## src/rtl/hub75_column_driver_if.sv

```systemverilog
// ---------------------------------------------------------------------------
// hub75_column_driver_if
// Line-pair hand-over from the frame/column manager to the HUB75 column
// driver. The transfer happens when valid and ready are both high.
//   line_valid_in  : upstream has a line pair
//   line_ready_out : driver's pending buffer is empty
//   line_addr_in   : scan address of line A
//   line_data_in   : [1:0][PIXELS-1:0][RGB_RES-1:0], index 0 = line A,
//                    index 1 = line B
// master = upstream producer, slave = column driver.
// ---------------------------------------------------------------------------
interface hub75_column_driver_if #(
  parameter int PIXELS    = 64,
  parameter int SCAN_RATE = 32,
  parameter int RGB_RES   = 9
);
  logic                                 line_valid_in;
  logic                                 line_ready_out;
  logic [$clog2(SCAN_RATE)-1:0]         line_addr_in;
  logic [1:0][PIXELS-1:0][RGB_RES-1:0]  line_data_in;

  modport master (
    output line_valid_in, line_addr_in, line_data_in,
    input  line_ready_out
  );

  modport slave (
    input  line_valid_in, line_addr_in, line_data_in,
    output line_ready_out
  );
endinterface

```

## src/rtl/hub75_column_driver.sv

```systemverilog
// ---------------------------------------------------------------------------
// hub75_column_driver
// Final POV output stage. Takes one scan-line pair per transfer and drives a
// HUB75 panel with binary-coded modulation: for each bitplane k the pixels are
// shifted out, latched, then lit for BASE_ON<<k cycles.
// A one-deep pending buffer accepts the next line while the current one is
// still on the panel.
// Ports:
//   clk_in, rst_in        : clock, synchronous active-low reset
//   line_if (slave)       : line-pair handshake (valid/ready/addr/data)
//   hub_{r,g,b}0_out      : line A serial data
//   hub_{r,g,b}1_out      : line B serial data
//   hub_clk_out           : panel shift clock
//   hub_lat_out           : panel latch
//   hub_oe_n_out          : panel output enable, active low
//   hub_addr_out          : panel row-pair address
//   busy_out              : a line is being shifted/displayed
// All panel outputs are registered.
// ---------------------------------------------------------------------------
module hub75_column_driver #(
  parameter int PIXELS    = 64,
  parameter int SCAN_RATE = 32,
  parameter int RGB_RES   = 9,
  parameter int BASE_ON   = 4
) (
  input  logic                         clk_in,
  input  logic                         rst_in,
  hub75_column_driver_if.slave         line_if,
  output logic                         hub_r0_out,
  output logic                         hub_g0_out,
  output logic                         hub_b0_out,
  output logic                         hub_r1_out,
  output logic                         hub_g1_out,
  output logic                         hub_b1_out,
  output logic                         hub_clk_out,
  output logic                         hub_lat_out,
  output logic                         hub_oe_n_out,
  output logic [$clog2(SCAN_RATE)-1:0] hub_addr_out,
  output logic                         busy_out
);

  localparam int ADDR_W   = $clog2(SCAN_RATE);
  localparam int BCM_BITS = RGB_RES / 3;
  localparam int PIX_W    = $clog2(PIXELS);
  localparam int CNT_W    = PIX_W + 1;              // pixel index + phase bit
  localparam int PL_W     = (BCM_BITS > 1) ? $clog2(BCM_BITS) : 1;
  localparam int OE_MAX   = BASE_ON << (BCM_BITS - 1);
  localparam int OE_W     = $clog2(OE_MAX + 1);
  localparam int IDX_W    = $clog2(RGB_RES);

  localparam logic [CNT_W-1:0] CNT_LAST = CNT_W'(2 * PIXELS - 1);
  localparam logic [CNT_W-1:0] CNT_ONE  = CNT_W'(1);
  localparam logic [PIX_W-1:0] PIX_ONE  = PIX_W'(1);
  localparam logic [PL_W-1:0]  PL_LAST  = PL_W'(BCM_BITS - 1);
  localparam logic [PL_W-1:0]  PL_ONE   = PL_W'(1);
  localparam logic [OE_W-1:0]  OE_ONE   = OE_W'(1);

  typedef logic [1:0][PIXELS-1:0][RGB_RES-1:0] line_t;
  typedef enum logic [1:0] {S_IDLE, S_SHIFT, S_LATCH, S_DISPLAY} state_t;

  // pending / active line buffers
  logic              r_pend_valid;
  logic [ADDR_W-1:0] r_pend_addr;
  line_t             r_pend_data;
  logic [ADDR_W-1:0] r_act_addr;
  line_t             r_act_data;
  logic              r_ready;

  // FSM state and counters
  state_t            r_state;
  logic [PL_W-1:0]   r_plane;
  logic [CNT_W-1:0]  r_cnt;
  logic [OE_W-1:0]   r_oe_cnt;

  // registered panel outputs
  logic [5:0]        r_rgb;       // {r0,g0,b0,r1,g1,b1}
  logic              r_clk;
  logic              r_lat;
  logic              r_oe_n;
  logic              r_busy;
  logic [ADDR_W-1:0] r_addr;

  logic              w_capture;
  logic              w_promote;
  logic              w_pend_next;
  logic [PIX_W-1:0]  w_pix_next;
  logic [PL_W-1:0]   w_plane_next;
  logic [31:0]       w_oe_len;
  logic              w_oe_done;

  // Plane-k bits of pixel p for both lines: R at 2*BCM+k, G at BCM+k, B at k.
  function automatic logic [5:0] plane_bits(line_t d, logic [PIX_W-1:0] p,
                                            logic [PL_W-1:0] k);
    logic [IDX_W-1:0] ir, ig, ib;
    ir = IDX_W'(2 * BCM_BITS) + IDX_W'(k);
    ig = IDX_W'(BCM_BITS) + IDX_W'(k);
    ib = IDX_W'(k);
    return {d[0][p][ir], d[0][p][ig], d[0][p][ib],
            d[1][p][ir], d[1][p][ig], d[1][p][ib]};
  endfunction

  assign w_capture    = line_if.line_valid_in && r_ready;
  assign w_promote    = (r_state == S_IDLE) && r_pend_valid;
  // A capture may coincide with a promotion; the new line then stays pending.
  assign w_pend_next  = w_capture || (r_pend_valid && !w_promote);
  assign w_pix_next   = r_cnt[CNT_W-1:1] + PIX_ONE;
  assign w_plane_next = r_plane + PL_ONE;
  assign w_oe_len     = 32'(BASE_ON) << r_plane;
  assign w_oe_done    = (32'(r_oe_cnt) == (w_oe_len - 32'd1));

  // -------------------------------------------------------------------------
  // Pending buffer and ready flag
  // -------------------------------------------------------------------------
  always_ff @(posedge clk_in) begin
    if (!rst_in) begin
      r_pend_valid <= 1'b0;
      r_ready      <= 1'b0;
    end else begin
      r_pend_valid <= w_pend_next;
      r_ready      <= !w_pend_next;
    end
  end

  always_ff @(posedge clk_in) begin
    if (w_capture) begin
      r_pend_addr <= line_if.line_addr_in;
      r_pend_data <= line_if.line_data_in;
    end
  end

  assign line_if.line_ready_out = r_ready;

  // -------------------------------------------------------------------------
  // BCM FSM. Outputs are loaded with the values belonging to the state being
  // entered, so they line up with the state register cycle for cycle.
  // -------------------------------------------------------------------------
  always_ff @(posedge clk_in) begin
    if (!rst_in) begin
      r_state    <= S_IDLE;
      r_plane    <= '0;
      r_cnt      <= '0;
      r_oe_cnt   <= '0;
      r_act_addr <= '0;
      r_rgb      <= '0;
      r_clk      <= 1'b0;
      r_lat      <= 1'b0;
      r_oe_n     <= 1'b1;
      r_busy     <= 1'b0;
      r_addr     <= '0;
    end else begin
      unique case (r_state)
        S_IDLE: begin
          if (r_pend_valid) begin
            r_act_data <= r_pend_data;
            r_act_addr <= r_pend_addr;
            r_state    <= S_SHIFT;
            r_plane    <= '0;
            r_cnt      <= '0;
            r_busy     <= 1'b1;
            r_clk      <= 1'b0;
            // active buffer is loaded this edge, so read pixel 0 from pending
            r_rgb      <= plane_bits(r_pend_data, '0, '0);
          end
        end

        S_SHIFT: begin
          if (r_cnt == CNT_LAST) begin
            r_state <= S_LATCH;
            r_clk   <= 1'b0;
            r_lat   <= 1'b1;
            r_addr  <= r_act_addr;       // address moves only while blanked
          end else begin
            r_cnt <= r_cnt + CNT_ONE;
            if (r_cnt[0]) begin          // end of phase 1: next pixel
              r_clk <= 1'b0;
              r_rgb <= plane_bits(r_act_data, w_pix_next, r_plane);
            end else begin
              r_clk <= 1'b1;
            end
          end
        end

        S_LATCH: begin
          r_state  <= S_DISPLAY;
          r_lat    <= 1'b0;
          r_oe_n   <= 1'b0;
          r_oe_cnt <= '0;
        end

        S_DISPLAY: begin
          if (w_oe_done) begin
            r_oe_n <= 1'b1;
            if (r_plane == PL_LAST) begin
              r_state <= S_IDLE;
              r_busy  <= 1'b0;
              r_rgb   <= '0;
            end else begin
              r_state <= S_SHIFT;
              r_plane <= w_plane_next;
              r_cnt   <= '0;
              r_rgb   <= plane_bits(r_act_data, '0, w_plane_next);
            end
          end else begin
            r_oe_cnt <= r_oe_cnt + OE_ONE;
          end
        end

        default: r_state <= S_IDLE;
      endcase
    end
  end

  assign {hub_r0_out, hub_g0_out, hub_b0_out,
          hub_r1_out, hub_g1_out, hub_b1_out} = r_rgb;
  assign hub_clk_out  = r_clk;
  assign hub_lat_out  = r_lat;
  assign hub_oe_n_out = r_oe_n;
  assign hub_addr_out = r_addr;
  assign busy_out     = r_busy;

endmodule

```

## src/flat_wrapper.sv

```systemverilog
// flat-port wrapper written by rule: the top's interface ports become plain ports
module hub75_column_driver_flat 
#(
  parameter int PIXELS    = 64,
  parameter int SCAN_RATE = 32,
  parameter int RGB_RES   = 9,
  parameter int BASE_ON   = 4
)
  (clk_in, rst_in, hub_r0_out, hub_g0_out, hub_b0_out, hub_r1_out, hub_g1_out, hub_b1_out, hub_clk_out, hub_lat_out, hub_oe_n_out, hub_addr_out, busy_out, line_if_line_valid_in, line_if_line_addr_in, line_if_line_data_in, line_if_line_ready_out);
  hub75_column_driver_if #(.PIXELS(PIXELS), .SCAN_RATE(SCAN_RATE), .RGB_RES(RGB_RES)) line_if_i ();
  input  logic clk_in;
  input  logic rst_in;
  output logic hub_r0_out;
  output logic hub_g0_out;
  output logic hub_b0_out;
  output logic hub_r1_out;
  output logic hub_g1_out;
  output logic hub_b1_out;
  output logic hub_clk_out;
  output logic hub_lat_out;
  output logic hub_oe_n_out;
  output logic [$clog2(SCAN_RATE)-1:0] hub_addr_out;
  output logic busy_out;
  input wire logic [$bits(line_if_i.line_valid_in)-1:0] line_if_line_valid_in;
  input wire logic [$bits(line_if_i.line_addr_in)-1:0] line_if_line_addr_in;
  input wire logic [$bits(line_if_i.line_data_in)-1:0] line_if_line_data_in;
  output wire logic [$bits(line_if_i.line_ready_out)-1:0] line_if_line_ready_out;
  assign line_if_i.line_valid_in = line_if_line_valid_in;
  assign line_if_i.line_addr_in = line_if_line_addr_in;
  assign line_if_i.line_data_in = line_if_line_data_in;
  assign line_if_line_ready_out = line_if_i.line_ready_out;
  hub75_column_driver #(.PIXELS(PIXELS), .SCAN_RATE(SCAN_RATE), .RGB_RES(RGB_RES), .BASE_ON(BASE_ON)) u_core (.clk_in(clk_in), .rst_in(rst_in), .line_if(line_if_i), .hub_r0_out(hub_r0_out), .hub_g0_out(hub_g0_out), .hub_b0_out(hub_b0_out), .hub_r1_out(hub_r1_out), .hub_g1_out(hub_g1_out), .hub_b1_out(hub_b1_out), .hub_clk_out(hub_clk_out), .hub_lat_out(hub_lat_out), .hub_oe_n_out(hub_oe_n_out), .hub_addr_out(hub_addr_out), .busy_out(busy_out));
endmodule
```

## config.mk

```make
export PLATFORM = sky130hd
export DESIGN_NAME = hub75_column_driver_flat
export DESIGN_NICKNAME = d
export VERILOG_FILES = /design/src/rtl/hub75_column_driver_if.sv /design/src/rtl/hub75_column_driver.sv /design/src/flat_wrapper.sv
export SDC_FILE = /design/constraint.sdc
export NUM_CORES = 2
export LEC_CHECK = 0
export CORE_MARGIN = 2
export CORE_UTILIZATION = 33
export DETAILED_ROUTE_END_ITERATION = 8
export GPL_ROUTABILITY_DRIVEN = 0
export PLACE_DENSITY = 0.55
export SKIP_CTS_REPAIR_TIMING = 1
export SYNTH_ARGS = -nofsm -noshare
export SYNTH_HDL_FRONTEND = slang
export SYNTH_SLANG_ARGS = --single-unit
```

## constraint.sdc

```tcl
create_clock -name clk_in -period 42.8 [get_ports clk_in]
set_clock_uncertainty 0.1 [all_clocks]
set_input_delay 10.7 -clock clk_in [delete_from_list [all_inputs] [get_ports clk_in]]
set_output_delay 10.7 -clock clk_in [all_outputs]
set_load 0.02 [all_outputs]
```

==> flow_metrics.env <==
export IMPL_routedWlPerCell_um=29.5
export IMPL_routed_wl_um=243000
export IMPL_netlist_area_leader_share_pct=85.1
export IMPL_max_slew_margin_rel_pct=18.9
export IMPL_hold_class="register to register"
export IMPL_run_status="complete, no violations"
export IMPL_synthAdderAreaFrac_pct=0.200
export IMPL_synthCells=3408
export IMPL_crit_required_ns=43.15
export IMPL_p_leak_nw=33.2
export IMPL_setup_slack_ns=26.37
export IMPL_ys_top_cells_by_area="edfxtp_1 85%, mux4_2 8.2%, dfxtp_1 0.93%, mux2i_1 0.84%, nand2_1 0.78%"
export IMPL_syn_num_nets=4581
export IMPL_grt_util_all_layers_pct=18.9
export IMPL_setup_violations_final=0
export IMPL_crit_path_frequent_cell="buf_4"
export IMPL_antenna_found_initial=115
export IMPL_dr_pass1_iters=5
export IMPL_path_clk_slew_ns=0.06
export IMPL_dp_hpwl_um=174000
export IMPL_synth_top_cells_by_count="2309 x edfxtp_1, 296 x mux4_2, 170 x nand2_1"
export IMPL_synth_most_common_cell="edfxtp_1"
export IMPL_synth_mux_area_fraction_pct=9.07
export IMPL_yosys_warnings=0
export IMPL_ant_nets=0
export IMPL_crit_arrival_ns=16.78
export IMPL_worstSetupStartpointType="input pin"
export IMPL_start_util_pct=33.2
export IMPL_yosysSeqAreaShare_pct=86.1
export IMPL_grt_max_degree=183
export IMPL_synth_largest_area_cell="edfxtp_1"
export IMPL_clock_sinks=2347
export IMPL_drive_gt1_share_pct=14.9
export IMPL_tns_ns=0
export IMPL_drt_iter0_markers=4021
export IMPL_clock_path_buffers=3
export IMPL_cp_slowest_stage_delay_ns=0.79
export IMPL_htreeDepth=4
export IMPL_report_final_slew_viol_count=0
export IMPL_vias=39053
export IMPL_power_density_nw_per_um2=47.6
export IMPL_path_cells="clkdlybuf4s50_1, nand2_1, inv_8, buf_4, buf_4, buf_4, buf_4, buf_4, buf_12"
export IMPL_synthSimpleGateAreaFrac_pct=2.06
export IMPL_first_global_vias=39682
export IMPL_end_kind="register"
export IMPL_fill_cells=21173
export IMPL_synth_xor_area_share_pct=0.214
export IMPL_synth_compound_area_share_pct=1.46
export IMPL_grt_overflow_total=0
export IMPL_hold_viol=0
export IMPL_synth_ff_type="edfxtp_1"
export IMPL_rows=182
export IMPL_dieArea_um2=251000
export IMPL_period_needed_ns=16.43
export IMPL_slowest_stage="buf_4"
export IMPL_peakVddDrop_uv=38.7
export IMPL_synth_top_family_by_area="multiplexers"
export IMPL_yosys_register_bits=2347
export IMPL_synth_distinct_cells=59
export IMPL_portBuffers=1175
export IMPL_via_per_inst=4.75
export IMPL_layout_area_overhead_vs_synth_pct=29.0
export IMPL_die_h_um=501
export IMPL_syn_area_per_cell_um2=23.9
export IMPL_crit_type="input pin to register"
export IMPL_fin_crit_sh_pct=38.4
export IMPL_grt_pass1_wl_um=323000
export IMPL_nNetsFinal=5934
export IMPL_max_clock_freq_ghz=0.0609
export IMPL_cts_buffers=235
export IMPL_drc=0
export IMPL_ys_async_sr_fraction_pct=0
export IMPL_dieWidth_um=501
export IMPL_coreArea_um2=246000
export IMPL_path_max_fanout=175
export IMPL_synth_area_um2=81500
export IMPL_worstSkewPairLatency_ns=0.89
export IMPL_cts_tree="yes"
export IMPL_cts_root_buf="clkbuf_16"
export IMPL_io_pins=1176
export IMPL_tightest_slew_ns=1.22
export IMPL_post_place_ws_ns=25.45
export IMPL_synth_edf_count=2309
export IMPL_rsz0062_at_grt="false"
export IMPL_maxCapViolations=0
## metrics by stage
step	cell area [um2]	hold slack (ns)	utilization [%]	instances	power [W]
floorplan	81500	0.300	-	3408	0.00297
global placement	97300	0.300	39.6	7744	0.00301
detailed placement	97300	0.305	39.6	7744	0.00302
CTS	105000	0.263	42.7	8184	0.00506
global route	105000	0.275	42.7	8201	0.00517
finish	105000	0.260	42.8	8228	0.00500
## layer usage
metal  vias to the layer above  track usage [%]  part of all wire [%]  routed length, um
met4                        58             5.42                   2.6               6280
met5                         -                0                  0.14                348
met3                       412             4.76                   7.1              17200
met2                      1592             31.6                    50             120000
li1                      16935                -                     -                  -
met1                     20056             24.3                    41              98400
## worst paths after layout
kind                                                          startpoint  cells after the start                           endpoint  slack, ns
worst max-delay path                               line_if_line_valid_in                      9  u_core.r_pend_data[236]$_DFFE_PP_      26.37
worst min register to register          u_core.r_pend_data[86]$_DFFE_PP_                      0    u_core.r_act_data[86]$_DFFE_PP_       0.26
worst max register to register  u_core.line_if.line_ready_out$_SDFF_PN0_                      8  u_core.r_pend_data[236]$_DFFE_PP_      36.33
worst min-delay path                    u_core.r_pend_data[86]$_DFFE_PP_                      0    u_core.r_act_data[86]$_DFFE_PP_       0.26
## cell usage in the layout (no fill, tap or decap), drive strengths merged, types with 9 or more instances in the layout
cell	instances
a21boi	13
a21oi	14
a221oi	15
a31oi	22
a32oi	17
buf	69
bufinv	21
clkbuf	289
clkdlybuf4s50	1175
clkinv	111
clkinvlp	10
dfxtp	38
diode	44
edfxtp	2309
ha	13
inv	21
mux2i	68
mux4	296
nand2	171
nand3	101
nand4	16
nor2	20
nor2b	16
nor3	10
o211ai	18
o21ai	21
xor2	9
## area by class of cell
cell class	instances	area, um2	area share, %
clock inverters	151	1590	1.51
flip-flops and latches	2347	70100	66.7
well taps	3220	4030	3.83
inverters	12	52.6	0.0500
diodes	44	110	0.105
multi-input cells	921	10700	10.2
repair buffers	1244	12400	11.8
clock buffers	289	6100	5.81
## power breakdown
part / internal [W] / switching (W) / leakage, nW
clock network: 0.00115 / 0.000891 / 3.73
logic: 0.000132 / 0.000136 / 7.92
registers: 0.00266 / 0.0000342 / 21.5
total: 0.00394 / 0.00106 / 33.2
## state kept, by name, summed over array words and instances (netlist names)
register	cells
u_core.r_pend_data	1152
u_core.r_rgb	6
u_core.hub_clk_out	1
u_core.r_act_data	1152
u_core.r_pend_valid	1
u_core.r_act_addr	5
u_core.line_if.line_ready_out	1
u_core.hub_oe_n_out	1
u_core.hub_addr_out	5
u_core.busy_out	1
u_core.r_pend_addr	5
u_core.r_oe_cnt	5
u_core.r_plane	2
u_core.r_state	2
u_core.hub_lat_out	1
u_core.r_cnt	7
## worst max-delay path: cells and delay by family
kind                   cells  cell delay, ns
buffers and inverters      8            5.50
AND/OR/NAND/NOR            1            0.15
## kinds of logic after synthesis
logic type | after synthesis
multiplexers | 368
buffers and inverters | 140
AND/OR/NAND/NOR | 363
adder cells (fa/ha/maj) | 13
flip-flops | 2347
XOR/XNOR | 16
AO/OA/AOI/OAI | 161
Note: power is estimated with default switching activity, not from simulation.
==> patch (same settings) <==
`SCAN_RATE` is set to 32 in 3 places; all go to 64.
--- a/src/rtl/hub75_column_driver_if.sv
+++ b/src/rtl/hub75_column_driver_if.sv
@@ -12,5 +12,5 @@
 interface hub75_column_driver_if #(
   parameter int PIXELS    = 64,
-  parameter int SCAN_RATE = 32,
+  parameter int SCAN_RATE = 64,
   parameter int RGB_RES   = 9
 );
--- a/src/rtl/hub75_column_driver.sv
+++ b/src/rtl/hub75_column_driver.sv
@@ -20,5 +20,5 @@
 module hub75_column_driver #(
   parameter int PIXELS    = 64,
-  parameter int SCAN_RATE = 32,
+  parameter int SCAN_RATE = 64,
   parameter int RGB_RES   = 9,
   parameter int BASE_ON   = 4
--- a/src/flat_wrapper.sv
+++ b/src/flat_wrapper.sv
@@ -3,5 +3,5 @@
 #(
   parameter int PIXELS    = 64,
-  parameter int SCAN_RATE = 32,
+  parameter int SCAN_RATE = 64,
   parameter int RGB_RES   = 9,
   parameter int BASE_ON   = 4
Interface: changed (resized hub_addr_out and line_if_line_addr_in); port bits go from 1176 to 1178. No check against the original RTL was run, so the function may have changed too.
==> patch against the original RTL <==
Clock power barely moved; wire length up 1.5%; cell count up 0.12%; sequential cell count is 3 higher; total power is essentially flat; area after synthesis hardly changed; design area is essentially flat; setup slack better by 1200 ps; highest routed layer unchanged.
==> patch: results (changes against the original RTL) <==
* Post-synth ARST share at 0% (unchanged)
* Initial antenna violation count at 96 (-17%)
* Delay of the slowest critical-path stage at 1000 ps (+210 ps)
* Starting DRC count in detailed routing at 4010 (-0.27%)
* Count of cell types in the netlist at 63 (+6.8%)
* Delay-heaviest family, CP: buffers and inverters
* Layout cells sized above 1 at 15.2% (+0.30 points)
* Total Wirelength at 246000 µm (+1.5%)
* CTS Buf Count at 237 (+0.85%)
* Outcome: complete, no violations
* Post-DP HPWL at 178000 µm (+2.0%)
* Post-synth EDFFs at 2310 (+0.043%)
* Vias in the first global route at 40600 (+2.4%)
* Max_slew headroom at 14.2% (-4.7 points)
* GRT Total Usage at 19.1% (+0.22 points)
* LEAKAGE at 0.0331 µW (-0.29%)
* Largest net degree at the start of global routing at 206 (+13%)
* Clock Tree Buf Depth at 3 (unchanged)
* Worst VDD drop at 0.0000361 V (-6.9%)
* Post-place setup slack at 26660 ps (+1210 ps)
* Drt pass-1 iters at 5 (unchanged)
* I/O Buffers at 1177 (+0.17%)
* H-tree depth at 4 (unchanged)
* Worst skew pair latency at 870 ps (-20 ps)
* Placed cell area at 97200 µm² (about the same)
* Area contributors post-synth: edfxtp_1 (85%), mux4_2 (8.5%), dfxtp_1 (0.98%)
* Post-synth top cells: edfxtp_1 (2310), mux4_2 (308), nand2_1 (204)
* Total Nets Final at 5931 (-0.051%)
* Worst EP arrival at 15550 ps (-1230 ps)
* Register area share after synthesis at 86.1% (+0.089 points)
* Syn nets at 4572 (-0.20%)
* CTS root buffer: clkbuf_16
* Final setup viols at 0 (unchanged)
* Largest regs: u_core.r_act_data (1152), u_core.r_pend_data (1152), u_core.r_cnt (7)
* First-pass GRT wire length at 327000 µm (+1.4%)
* Vias/cell at 4.81 (+1.3%)
* CP max-delay cell: buf_4
* Critical path fanouts, max at 113 (-35%)
patch: cell types whose count changed after synthesis, moves of 8 or more:
cell,change
nand2_1,+34
nand3_1,-27
mux2i_1,-26
buf_2,-18
a21oi_1,+12
mux4_2,+12
nand4_1,+12
o211ai_1,-12
a221oi_1,-10
buf_4,+8
patch: worst paths after layout:
check | startpoint | endpoint | slack (ps) | depth (start not counted)
setup / recovery | line_if_line_valid_in | u_core.r_pend_data[892] | 27560 | 7
hold / removal | u_core.r_pend_data[649] | u_core.r_act_data[649] | 250 | 0
setup reg to reg | u_core.r_state[0] | u_core.r_act_data[39] | 37200 | 7
hold reg to reg | u_core.r_pend_data[649] | u_core.r_act_data[649] | 250 | 0
patch: worst register-to-register path, cell delays in order, from the launching register on:
cell	delay (ps)
dfxtp_1	330
inv_1	130
ha_1	200
and3_4	780
buf_4	820
buf_4	870
buf_12	650
buf_4	1270
patch: layout make-up:
type / instances / area (µm²)
Inverter: 11 / 48.8
Antenna cell: 60 / 150
Fill cell: 21300 / 141000
Clock inverter: 159 / 1630
Multi-Input combinational cell: 911 / 10600
Sequential cell: 2350 / 70200
Tap cell: 3220 / 4030
Timing Repair Buffer: 1246 / 12400
Clock buffer: 281 / 6100
patch: per-layer routing:
metal / GRT usage [%] / routed length, µm
met2: 32.2 / 121000
met5: 0 / 252
met3: 4.91 / 18800
met4: 4.09 / 5100
met1: 24.9 / 101000
patch: cells by family after synthesis:
| kind of cell | Yosys count | synth area share [%] |
|---|---|---|
| flops | 2350 | 86.1 |
| compound gates | 140 | 1.21 |
| simple gates | 392 | 2.21 |
| mux | 353 | 9.07 |
| buf+inv | 137 | 1.00 |
| fa+ha+maj | 13 | 0.200 |
| xor+xnor | 13 | 0.163 |
patch: report_power, final:
part           leakage, µW  total, µW  internal (µW)  switching, µW
combinational      0.00780        269            132            137
sequential          0.0215       2700           2660           34.0
clock              0.00373       2040           1140            894
total               0.0331       5000           3940           1060
patch: stage by stage:
| stage | util (%) | std cells | total power (µW) |
|---|---|---|---|
| after CTS | 42.7 | 8178 | 5060 |
| after detailed placement | 39.6 | 7738 | 3020 |
| after floorplan | - | 3398 | 2970 |
| after global routing | 42.7 | 8187 | 5170 |
| final | 42.8 | 8238 | 5000 |
| after global placement | 39.6 | 7738 | 3010 |
